===== src/rtl/frame_streamer_pkg.sv =====
// frame_streamer_pkg
// Shared types and defaults for the frame streamer slice.
//   state_t   : controller state encoding (EMPTY / FULL / STREAM)
//   DEF_*     : default pixel width and frame geometry
//   ptr_w()   : bit width needed to index n entries (minimum 1)
package frame_streamer_pkg;

  typedef enum logic [1:0] {
    EMPTY  = 2'd0,
    FULL   = 2'd1,
    STREAM = 2'd2
  } state_t;

  localparam int DEF_WIDTH      = 8;
  localparam int DEF_IMG_WIDTH  = 8;
  localparam int DEF_IMG_HEIGHT = 8;

  function automatic int ptr_w(input int n);
    return (n > 1) ? $clog2(n) : 1;
  endfunction

endpackage


===== src/rtl/frame_streamer_buffer.sv =====
// frame_buffer
// Pixel storage for one frame. The array has no reset, so its contents
// survive resets and state changes.
//   clk   : write clock
//   we    : write enable
//   waddr : write address
//   wdata : write data
//   raddr : read address (combinational read)
//   rdata : read data
module frame_buffer #(
  parameter int WIDTH = 8,
  parameter int DEPTH = 64,
  parameter int AW    = 6
) (
  input  logic             clk,
  input  logic             we,
  input  logic [AW-1:0]    waddr,
  input  logic [WIDTH-1:0] wdata,
  input  logic [AW-1:0]    raddr,
  output logic [WIDTH-1:0] rdata
);

  logic [WIDTH-1:0] mem [DEPTH];

  always_ff @(posedge clk) begin
    if (we) mem[waddr] <= wdata;
  end

  assign rdata = mem[raddr];

endmodule


===== src/rtl/frame_streamer.sv =====
// frame_streamer
// Captures one IMG_WIDTH x IMG_HEIGHT frame through a load port and replays
// it in raster order as a valid/ready pixel stream with row/col position,
// last-pixel marker and an end-of-frame done pulse.
//
// Build option: define FRAME_STREAMER_REPLAY_EN to return to FULL after each
// frame, so the stored frame can be replayed without reloading. Without it
// the controller returns to EMPTY and a new frame must be loaded.
//
// Ports:
//   clk, reset          : clock, asynchronous active-high reset
//   load_data/valid     : pixel load input; load_ready high while EMPTY
//   start               : request one replay (acted on only in FULL)
//   pix_data/valid/ready: output stream; pix_last on the final pixel
//   row, col            : raster position of pix_data
//   busy                : streaming
//   done                : one-cycle pulse after the last pixel is accepted
//
// state  | meaning
// EMPTY  | accepting pixels into the buffer
// FULL   | frame stored, waiting for start
// STREAM | presenting pixels to the consumer
module frame_streamer
  import frame_streamer_pkg::*;
#(
  parameter int WIDTH      = DEF_WIDTH,
  parameter int IMG_WIDTH  = DEF_IMG_WIDTH,
  parameter int IMG_HEIGHT = DEF_IMG_HEIGHT,
  parameter int INPUT_NUM  = IMG_WIDTH * IMG_HEIGHT
) (
  input  logic                              clk,
  input  logic                              reset,
  input  logic [WIDTH-1:0]                  load_data,
  input  logic                              load_valid,
  output logic                              load_ready,
  input  logic                              start,
  output logic [WIDTH-1:0]                  pix_data,
  output logic                              pix_valid,
  input  logic                              pix_ready,
  output logic                              pix_last,
  output logic [ptr_w(IMG_HEIGHT)-1:0]      row,
  output logic [ptr_w(IMG_WIDTH)-1:0]       col,
  output logic                              busy,
  output logic                              done
);

  localparam int PTR_W = ptr_w(INPUT_NUM);
  localparam int RW    = ptr_w(IMG_HEIGHT);
  localparam int CW    = ptr_w(IMG_WIDTH);
  localparam logic [PTR_W-1:0] LAST_IDX = PTR_W'(INPUT_NUM - 1);
  localparam logic [CW-1:0]    COL_LAST = CW'(IMG_WIDTH - 1);

  state_t           state, state_nxt;
  logic [PTR_W-1:0] wr_ptr, rd_ptr;
  logic [WIDTH-1:0] rdata;
  logic             wr_en, accept, last_accept, start_go;

  assign wr_en       = (state == EMPTY) && load_valid;
  assign accept      = (state == STREAM) && pix_ready;
  assign last_accept = accept && (rd_ptr == LAST_IDX);
  // While done is high the state may already be FULL again; ignoring start
  // for that cycle keeps done from coinciding with the next frame's setup.
  assign start_go    = (state == FULL) && start && !done;

  always_ff @(posedge clk or posedge reset) begin
    if (reset) state <= EMPTY;
    else       state <= state_nxt;
  end

  always_comb begin
    state_nxt = state;
    case (state)
      EMPTY:   if (wr_en && (wr_ptr == LAST_IDX)) state_nxt = FULL;
      FULL:    if (start_go) state_nxt = STREAM;
      STREAM:
        if (last_accept) begin
`ifdef FRAME_STREAMER_REPLAY_EN
          state_nxt = FULL;
`else
          state_nxt = EMPTY;
`endif
        end
      default: state_nxt = EMPTY;
    endcase
  end

  always_ff @(posedge clk or posedge reset) begin
    if (reset) begin
      wr_ptr <= '0;
      rd_ptr <= '0;
      row    <= '0;
      col    <= '0;
      done   <= 1'b0;
    end else begin
      done <= last_accept;
      if (wr_en) wr_ptr <= (wr_ptr == LAST_IDX) ? '0 : wr_ptr + 1'b1;
      if (start_go || last_accept) begin
        rd_ptr <= '0;
        row    <= '0;
        col    <= '0;
      end else if (accept) begin
        rd_ptr <= rd_ptr + 1'b1;
        if (col == COL_LAST) begin
          col <= '0;
          row <= row + 1'b1;
        end else begin
          col <= col + 1'b1;
        end
      end
    end
  end

  frame_buffer #(
    .WIDTH (WIDTH),
    .DEPTH (INPUT_NUM),
    .AW    (PTR_W)
  ) u_buf (
    .clk   (clk),
    .we    (wr_en),
    .waddr (wr_ptr),
    .wdata (load_data),
    .raddr (rd_ptr),
    .rdata (rdata)
  );

  assign load_ready = (state == EMPTY);
  assign pix_valid  = (state == STREAM);
  assign busy       = (state == STREAM);
  // Buffer is unreset, so gate the read data to keep pix_data at 0 when idle.
  assign pix_data   = pix_valid ? rdata : '0;
  assign pix_last   = pix_valid && (rd_ptr == LAST_IDX);

endmodule


===== config.mk =====
export PLATFORM = sky130hd
export DESIGN_NAME = frame_streamer
export DESIGN_NICKNAME = d
export VERILOG_FILES = /design/src/rtl/frame_streamer_pkg.sv /design/src/rtl/frame_streamer_buffer.sv /design/src/rtl/frame_streamer.sv
export SDC_FILE = /design/constraint.sdc
export NUM_CORES = 1
export LEC_CHECK = 0
export ABC_AREA = 1
export CAP_MARGIN = 30
export CORE_UTILIZATION = 30
export CTS_CLUSTER_SIZE = 12
export DETAILED_ROUTE_END_ITERATION = 10
export GPL_ROUTABILITY_DRIVEN = 0
export GPL_TIMING_DRIVEN = 1
export PLACE_DENSITY_LB_ADDON = 0.15
export SETUP_SLACK_MARGIN = 0.2
export SYNTH_ARGS = -nofsm -noshare
export SYNTH_HDL_FRONTEND = slang
export SYNTH_SLANG_ARGS = --single-unit
export TNS_END_PERCENT = 30

===== constraint.sdc =====
create_clock -name clk -period 4.8 [get_ports clk]
set_input_delay 0.96 -clock clk [delete_from_list [all_inputs] [get_ports clk]]
set_output_delay 0.96 -clock clk [all_outputs]
set_load 0.02 [all_outputs]

==> summary.md, run 1 <==
| Metric | Value |
|---|---|
| Outcome | complete, no violations |
| Final-layout setup total negative slack | 0 ps |
| Netlist Area Pre-Place | 22100 sq um |
| Die X | 273 um |
| Count of endpoints failing hold in the final timing report | 0 |
| Htree depth | 2 |
| Worst hold path cell count | 2 |
| Clock tree from TritonCTS | built |
| Highest attainable clock frequency | 0.223 GHz |
| GR Overflow Total | 0 |
| Final antenna diode count | 0 |
| Number of distinct library cells after synthesis | 30 |
| Worst endpoint data arrival time | 3520 ps |
| Post-route core utilization | 34.8% |
| Slack of the worst reg-to-reg path | 1940 ps |
| Routed wirelength normalized by instance count | 21.2 um |
| Stage delay of the slowest cell on the critical path | 670 ps |
| Antenna Nets Post-Route | 0 |
| Post-layout minimum cycle time | 4480 ps |
| Worst Setup End Kind | output pin |
| Wire length after detailed routing | 63600 um |
| Classification of the worst setup path | register to output pin |
| Length of the first detailed-routing pass in iterations | 5 |
| Per-cell via count in the routed design | 4.79 |
| Yosys warning total | 0 |
| Global-route wire length before repair | 94500 um |
| CTS buffer count | 58 |
| Clk sinks | 533 |
| Critical path startpoint category | register |
| Final cell count without fillers | 2996 |
| Xor and xnor fraction of the mapped netlist area | 0.119% |
| Initial antenna violation count | 0 |
| Hpwl dp | 37100 um |
| Power per unit of standard cell area | 552 nW/um^2 |
| FF+latch count, synth | 533 |
| Worst-case setup slack after placement | 741 ps |
| Bufs on Longest Clock Path | 3 |
| Basic-gate share of the synthesized area counting and, or, nand and nor cells | 22.4% |
| Number of placement rows | 99 |
| Maximum fanout count along the critical path | 111 |
| Cell chosen for the clock root | sky130_fd_sc_hd__clkbuf_16 |
| Number of nets at the end of the flow | 2010 |
| Starting density of the core | 30.3% |
| Dpl cell area | 23500 sq um |
| Final Setup Violations | 0 |
| Gr usage total | 17.0% |
| Portion of netlist area occupied by mux cells | 0% |
| Fill cells | 7151 |
| Final setup skew | 19.2 ps |
| Layout-stage area growth over the synthesis result | 14.9% |
| Clock latency at the later pin of the worst-skew pair | 620 ps |
| Adder-cell share of the synthesized area | 0.283% |
| RR Startpoint | state[0]$_DFFE_PP0P_ |
| Worst min-delay path endpoint | col[1]$_DFFE_PP0P_ |
| Via count of the first global-routing pass | 14100 |
| Max_cap viols | 0 |
| Die outline area | 74800 sq um |
| Core ar. | 73000 sq um |
| WP buf/inv | 2 |
| Worst hold slack after final layout | 535 ps |
| Fraction of the yosys area taken by sequential cells | 71.9% |
| Clock slew at the register clock pins of the worst setup and hold paths | 60 ps |
| Worst slew pin tran | 962 ps |
| Leading cell types in the layout, fill and taps excluded | 698 x sky130_fd_sc_hd__nand2_1, 512 x sky130_fd_sc_hd__edfxtp_1, 347 x sky130_fd_sc_hd__nand3_1 |
| Final cell area excluding filler cells | 25400 sq um |
| Net count after synthesis | 1956 |
| Die span in y | 273 um |
| Length in cells of the worst reg-to-reg path | 5 |
| Hold wc startpoint | col[1]$_DFFE_PP0P_ |
| Cell chain of the critical path | buf_16 -> nand2_1 -> nand3_1 -> nand3_1 -> nand2_1 -> nand2_1 -> nand2_1 -> nand3_1 -> a21oi_1 -> clkdlybuf4s50_1 |
| Most Frequent Cell on Critical Path | sky130_fd_sc_hd__nand2_1 |
| Final critical-path share of the clock period | 93.4% |
| Post-synthesis compound-gate area fraction | 1.61% |
| Count of vias placed by the detailed router | 14400 |
| Endpoint of the worst register-to-register path | u_buf.mem[56][1]$_DFFE_PP_ |
| Master of the slowest instance on the critical path | sky130_fd_sc_hd__clkdlybuf4s50_1 |
| Most common library cell in the layout ignoring fill and taps | sky130_fd_sc_hd__nand2_1 |
| Synthesized instance count | 1938 |
| Post-layout total power | 14.0 mW |
| Proportion of layout cells with a drive suffix above 1 | 8.25% |
| Number of slew-limit violations in the final report | 0 |
| Residual DRC count | 0 |
| Dominant combinational cell family by area after synthesis | simple AND/OR/NAND/NOR gates |
| Setup slack after layout | 316 ps |
| Initial DRC count | 1163 |
| Unrepaired setup endpoints after global routing | true |
| Pin count of the biggest net entering global routing | 112 |
| I/O pin count | 32 |
| Required time of the worst setup path | 3840 ps |
| Class of the tightest hold or removal check | register to register |
| P_leak | 9.09 nW |
| Worst slew slack as a fraction of its limit | 35.6% |
| Syn_area_per_cell | 11.4 sq um |
| Count of placed standard cells including taps | 2886 |
| IR Drop Worst-Case VDD | 304 uV |
| Number of port buffers | 31 |
| Cell family with the largest share of critical-path delay | buffers and inverters |
-- cell type report --
type | count | area [sq um] | area share, %
tap | 959 | 1200 | 4.72
clock buffer | 77 | 1590 | 6.25
inverter | 28 | 131 | 0.517
clock inverter | 28 | 151 | 0.596
multi-input combinational | 1269 | 5420 | 21.4
timing repair buffer | 102 | 997 | 3.93
sequential | 533 | 15900 | 62.6
-- worst reg2reg max path, stage by stage (launching register included) --
cell and delay, ps:
sky130_fd_sc_hd__dfrtp_1 400, sky130_fd_sc_hd__nor2_1 150, sky130_fd_sc_hd__nand2_1 230, sky130_fd_sc_hd__nor2_1 300
sky130_fd_sc_hd__nand2_1 510, sky130_fd_sc_hd__nor2_1 870
-- where the power goes --
| group | total (mW) | switching (mW) | internal, mW |
|---|---|---|---|
| clock network | 4.16 | 1.81 | 2.35 |
| logic | 4.41 | 3.16 | 1.25 |
| registers | 5.45 | 0.153 | 5.30 |
-- routing by layer --
metal | track usage (%) | share of wire [%] | up-vias | wire [um]
li1 | - | - | 6827 | -
met1 | 24.4 | 47 | 7134 | 29900
met2 | 26.6 | 46 | 310 | 29300
met3 | 2.61 | 4.7 | 85 | 2970
met4 | 4.63 | 2.2 | 0 | 1400
met5 | 0 | 0 | - | 0
-- cell usage after synthesis, drive strengths merged --
library cell,count,share of area (%)
o21a,2,0.068
nor3,12,0.27
clkbuf,10,0.17
clkinv,4,0.068
inv,24,0.42
o31ai,1,0.034
xor2,3,0.12
buf,98,3.0
nor4,1,0.028
nor2,129,2.2
a22o,1,0.040
edfxtp,512,70
dfrtp,21,2.4
and2,1,0.028
ha,5,0.28
o21ai,12,0.29
a21oi,52,1.2
nor3b,2,0.068
nand3,347,7.9
nand4,3,0.085
nand2,698,12
-- sequential cells by signal, indices dropped and copies added, names as in the netlist --
signal	count
state	2
rd_ptr	6
u_buf.mem	512
done	1
row	3
col	3
wr_ptr	6
-- cells by family (layout without fill, tap and decap cells) --
kind of cell / count (synthesis) / in the layout
flip-flops: 533 / 533
AND/OR/NAND/NOR: 1193 / 1193
AO/OA/AOI/OAI: 68 / 68
adder cells (fa/ha/maj): 5 / 5
buffers and inverters: 136 / 235
XOR/XNOR: 3 / 3
-- how the worst max path moves through the flow --
stage                                startpoint     endpoint  slack (ps)  cells past startpoint
after floorplan           rd_ptr[0]$_DFFE_PP0P_  pix_data[4]        2230                     12
after global placement    rd_ptr[2]$_DFFE_PP0P_  pix_data[0]         700                      9
after detailed placement  rd_ptr[2]$_DFFE_PP0P_  pix_data[0]         740                      9
after CTS                 rd_ptr[0]$_DFFE_PP0P_  pix_data[0]         200                     10
after global routing      rd_ptr[0]$_DFFE_PP0P_  pix_data[5]         190                     11
final                     rd_ptr[0]$_DFFE_PP0P_  pix_data[0]         320                     10
-- timing repair --
item                                    in CTS  in global routing
endpoints found under the setup margin       7                  8
resized for setup                            2                  9
hold buffers                                 0                  0
gates cloned                                 0                  1
setup buffers                                0                  3
Power figures use the tool's default switching activity.
==> inputs of run 2 (changes only) <==
--- a/config.mk
+++ b/config.mk
@@ -13,7 +13,6 @@
 export GPL_ROUTABILITY_DRIVEN = 0
 export GPL_TIMING_DRIVEN = 1
 export PLACE_DENSITY_LB_ADDON = 0.15
-export SETUP_SLACK_MARGIN = 0.2
 export SYNTH_ARGS = -nofsm -noshare
 export SYNTH_HDL_FRONTEND = slang
 export SYNTH_SLANG_ARGS = --single-unit
==> run 2 against run 1 <==
Effect of this change: register-to-register slack improved by 20 ps; sequential share of layout area rose by 0.21 points; global-route usage barely moved; cell count down 0.13%; combinational power fell by 2%; sequential cell count unchanged; maximum frequency down 2.9%; count of clock-buffer cells in the layout is the same; critical path type unchanged.
==> summary.md, run 2 (synthesis results as in run 1) <==
| Metric | Value |
|---|---|
| Stage delay of the slowest cell on the critical path | 680 ps |
| Residual DRC count | 0 |
| Unrepaired setup endpoints after global routing | false |
| Max_cap viols | 0 |
| Length of the first detailed-routing pass in iterations | 5 |
| Final critical-path share of the clock period | 96.2% |
| Max reg flops | 512 |
| Clock slew at the register clock pins of the worst setup and hold paths | 60 ps |
| Leading cell types in the layout, fill and taps excluded | 698 x sky130_fd_sc_hd__nand2_1, 512 x sky130_fd_sc_hd__edfxtp_1, 347 x sky130_fd_sc_hd__nand3_1 |
| Critical Path Source | rd_ptr[0]$_DFFE_PP0P_ |
| Largest registers | u_buf.mem (512), rd_ptr (6), wr_ptr (6) |
| IR Drop Worst-Case VDD | 304 uV |
| Proportion of layout cells with a drive suffix above 1 | 7.97% |
| Final antenna diode count | 0 |
| Number of slew-limit violations in the final report | 0 |
| Htree depth | 2 |
| Antenna Nets Post-Route | 0 |
| Worst Setup End Kind | output pin |
| Cell chain of the critical path | inv_6 -> buf_12 -> nand2_1 -> nand3_1 -> nand3_1 -> nand2_1 -> nor2_1 -> nand2_1 -> nand3_1 -> a21oi_1 -> clkdlybuf4s50_1 |
| Classification of the worst setup path | register to output pin |
| RR Startpoint | state[0]$_DFFE_PP0P_ |
| Post-layout minimum cycle time | 4620 ps |
| Hpwl dp | 37100 um |
| Number of port buffers | 31 |
| Class of the tightest hold or removal check | register to register |
| Die span in y | 273 um |
| Fill cells | 7154 |
| Global-route wire length before repair | 94500 um |
| Initial antenna violation count | 0 |
| Via count of the first global-routing pass | 14100 |
| Clock tree from TritonCTS | built |
| GR Overflow Total | 0 |
| Count of vias placed by the detailed router | 14300 |
| Master of the slowest instance on the critical path | sky130_fd_sc_hd__clkdlybuf4s50_1 |
| Worst slew slack as a fraction of its limit | 34.3% |
| Worst endpoint data arrival time | 3660 ps |
| FF/Latch Area | 15900 sq um |
| I/O pin count | 32 |
| CTS buffer count | 58 |
| Worst-case setup slack after placement | 741 ps |
| Gr usage total | 17.0% |
| Clk sinks | 533 |
| Largest register by flop count | u_buf.mem |
| Initial DRC count | 1156 |
| Worst slew pin tran | 982 ps |
| Maximum fanout count along the critical path | 37 |
| Clock latency at the later pin of the worst-skew pair | 610 ps |
| Highest attainable clock frequency | 0.217 GHz |
| Wire length after detailed routing | 63200 um |
| Number of placement rows | 99 |
| Dpl cell area | 23500 sq um |
| Cell chosen for the clock root | sky130_fd_sc_hd__clkbuf_16 |
| Layout-stage area growth over the synthesis result | 14.5% |
| Most common library cell in the layout ignoring fill and taps | sky130_fd_sc_hd__nand2_1 |
| Final cell area excluding filler cells | 25300 sq um |
| Bufs on Longest Clock Path | 3 |
| Setup slack after layout | 183 ps |
| Final Setup Violations | 0 |
| Required time of the worst setup path | 3840 ps |
| Die X | 273 um |
| Pin count of the biggest net entering global routing | 112 |
| P_leak | 9.06 nW |
| Die outline area | 74800 sq um |
| Core ar. | 73000 sq um |
| Count of endpoints failing hold in the final timing report | 0 |
| Post CTS Setup Buffer Count | 0 |
| Hold wc startpoint | col[1]$_DFFE_PP0P_ |
| Final setup skew | 17.1 ps |
| Per-cell via count in the routed design | 4.79 |
| Number of nets at the end of the flow | 2006 |
| Starting density of the core | 30.3% |
| Outcome | complete, no violations |
| Routed wirelength normalized by instance count | 21.1 um |
| Final-layout setup total negative slack | 0 ps |
| Power per unit of standard cell area | 551 nW/um^2 |
| Critical path startpoint category | register |
| Area of combinational cells with multiple inputs | 5420 sq um |
run 2: report_power, final:
| part | internal (mW) | switching (mW) | total [mW] |
|---|---|---|---|
| sequential | 5.30 | 0.151 | 5.45 |
| combinational | 1.20 | 3.13 | 4.33 |
| clock | 2.35 | 1.81 | 4.16 |
run 2: stage by stage:
stage / util, % / std cells / hold slack (ps) / total power, mW
final: 34.7 / 2992 / 535 / 13.9
after global routing: 34.7 / 2992 / 554 / 14.7
after CTS: 34.7 / 2991 / 539 / 14.1
after detailed placement: 32.3 / 2886 / 517 / 9.92
after global placement: 32.3 / 2885 / 504 / 9.90
after floorplan: - / 1938 / 551 / 8.40
run 2: per-layer routing:
layer / wire length, um / up-vias / track usage (%)
met4: 1410 / 0 / 4.63
li1: - / 6821 / -
met3: 2810 / 89 / 2.61
met1: 30100 / 7089 / 24.4
met2: 28900 / 320 / 26.6
met5: 0 / - / 0
run 2: layout make-up:
type,instances,share of cell area (%)
clock buffers,77,6.27
clock inverters,28,0.598
inverters,28,0.450
multi-input cells,1269,21.4
flip-flops and latches,533,62.9
well taps,959,4.74
repair buffers,98,3.68
run 2: worst max-delay path: cells and delay by family (launching register included):
family / cells / cell delay (ps)
AO/OA/AOI/OAI: 1 / 350
buffers and inverters: 3 / 1300
flip-flops: 1 / 590
AND/OR/NAND/NOR: 7 / 740
run 2: final timing paths:
path,endpoint,slack (ps),depth (start not counted)
min in group asynchronous,col[2]$_DFFE_PP0P_,570,2
worst max register to register,u_buf.mem[4][7]$_DFFE_PP_,1960,5
worst min-delay path,col[1]$_DFFE_PP0P_,540,2
worst min register to register,col[1]$_DFFE_PP0P_,540,2
worst max-delay path,pix_data[6],180,11
max in group asynchronous,rd_ptr[1]$_DFFE_PP0P_,3830,3
run 2: timing repair:
item | in CTS | in global routing
setup endpoints to repair | 0 | 2
resized for setup | 0 | 1
hold buffers | 0 | 0
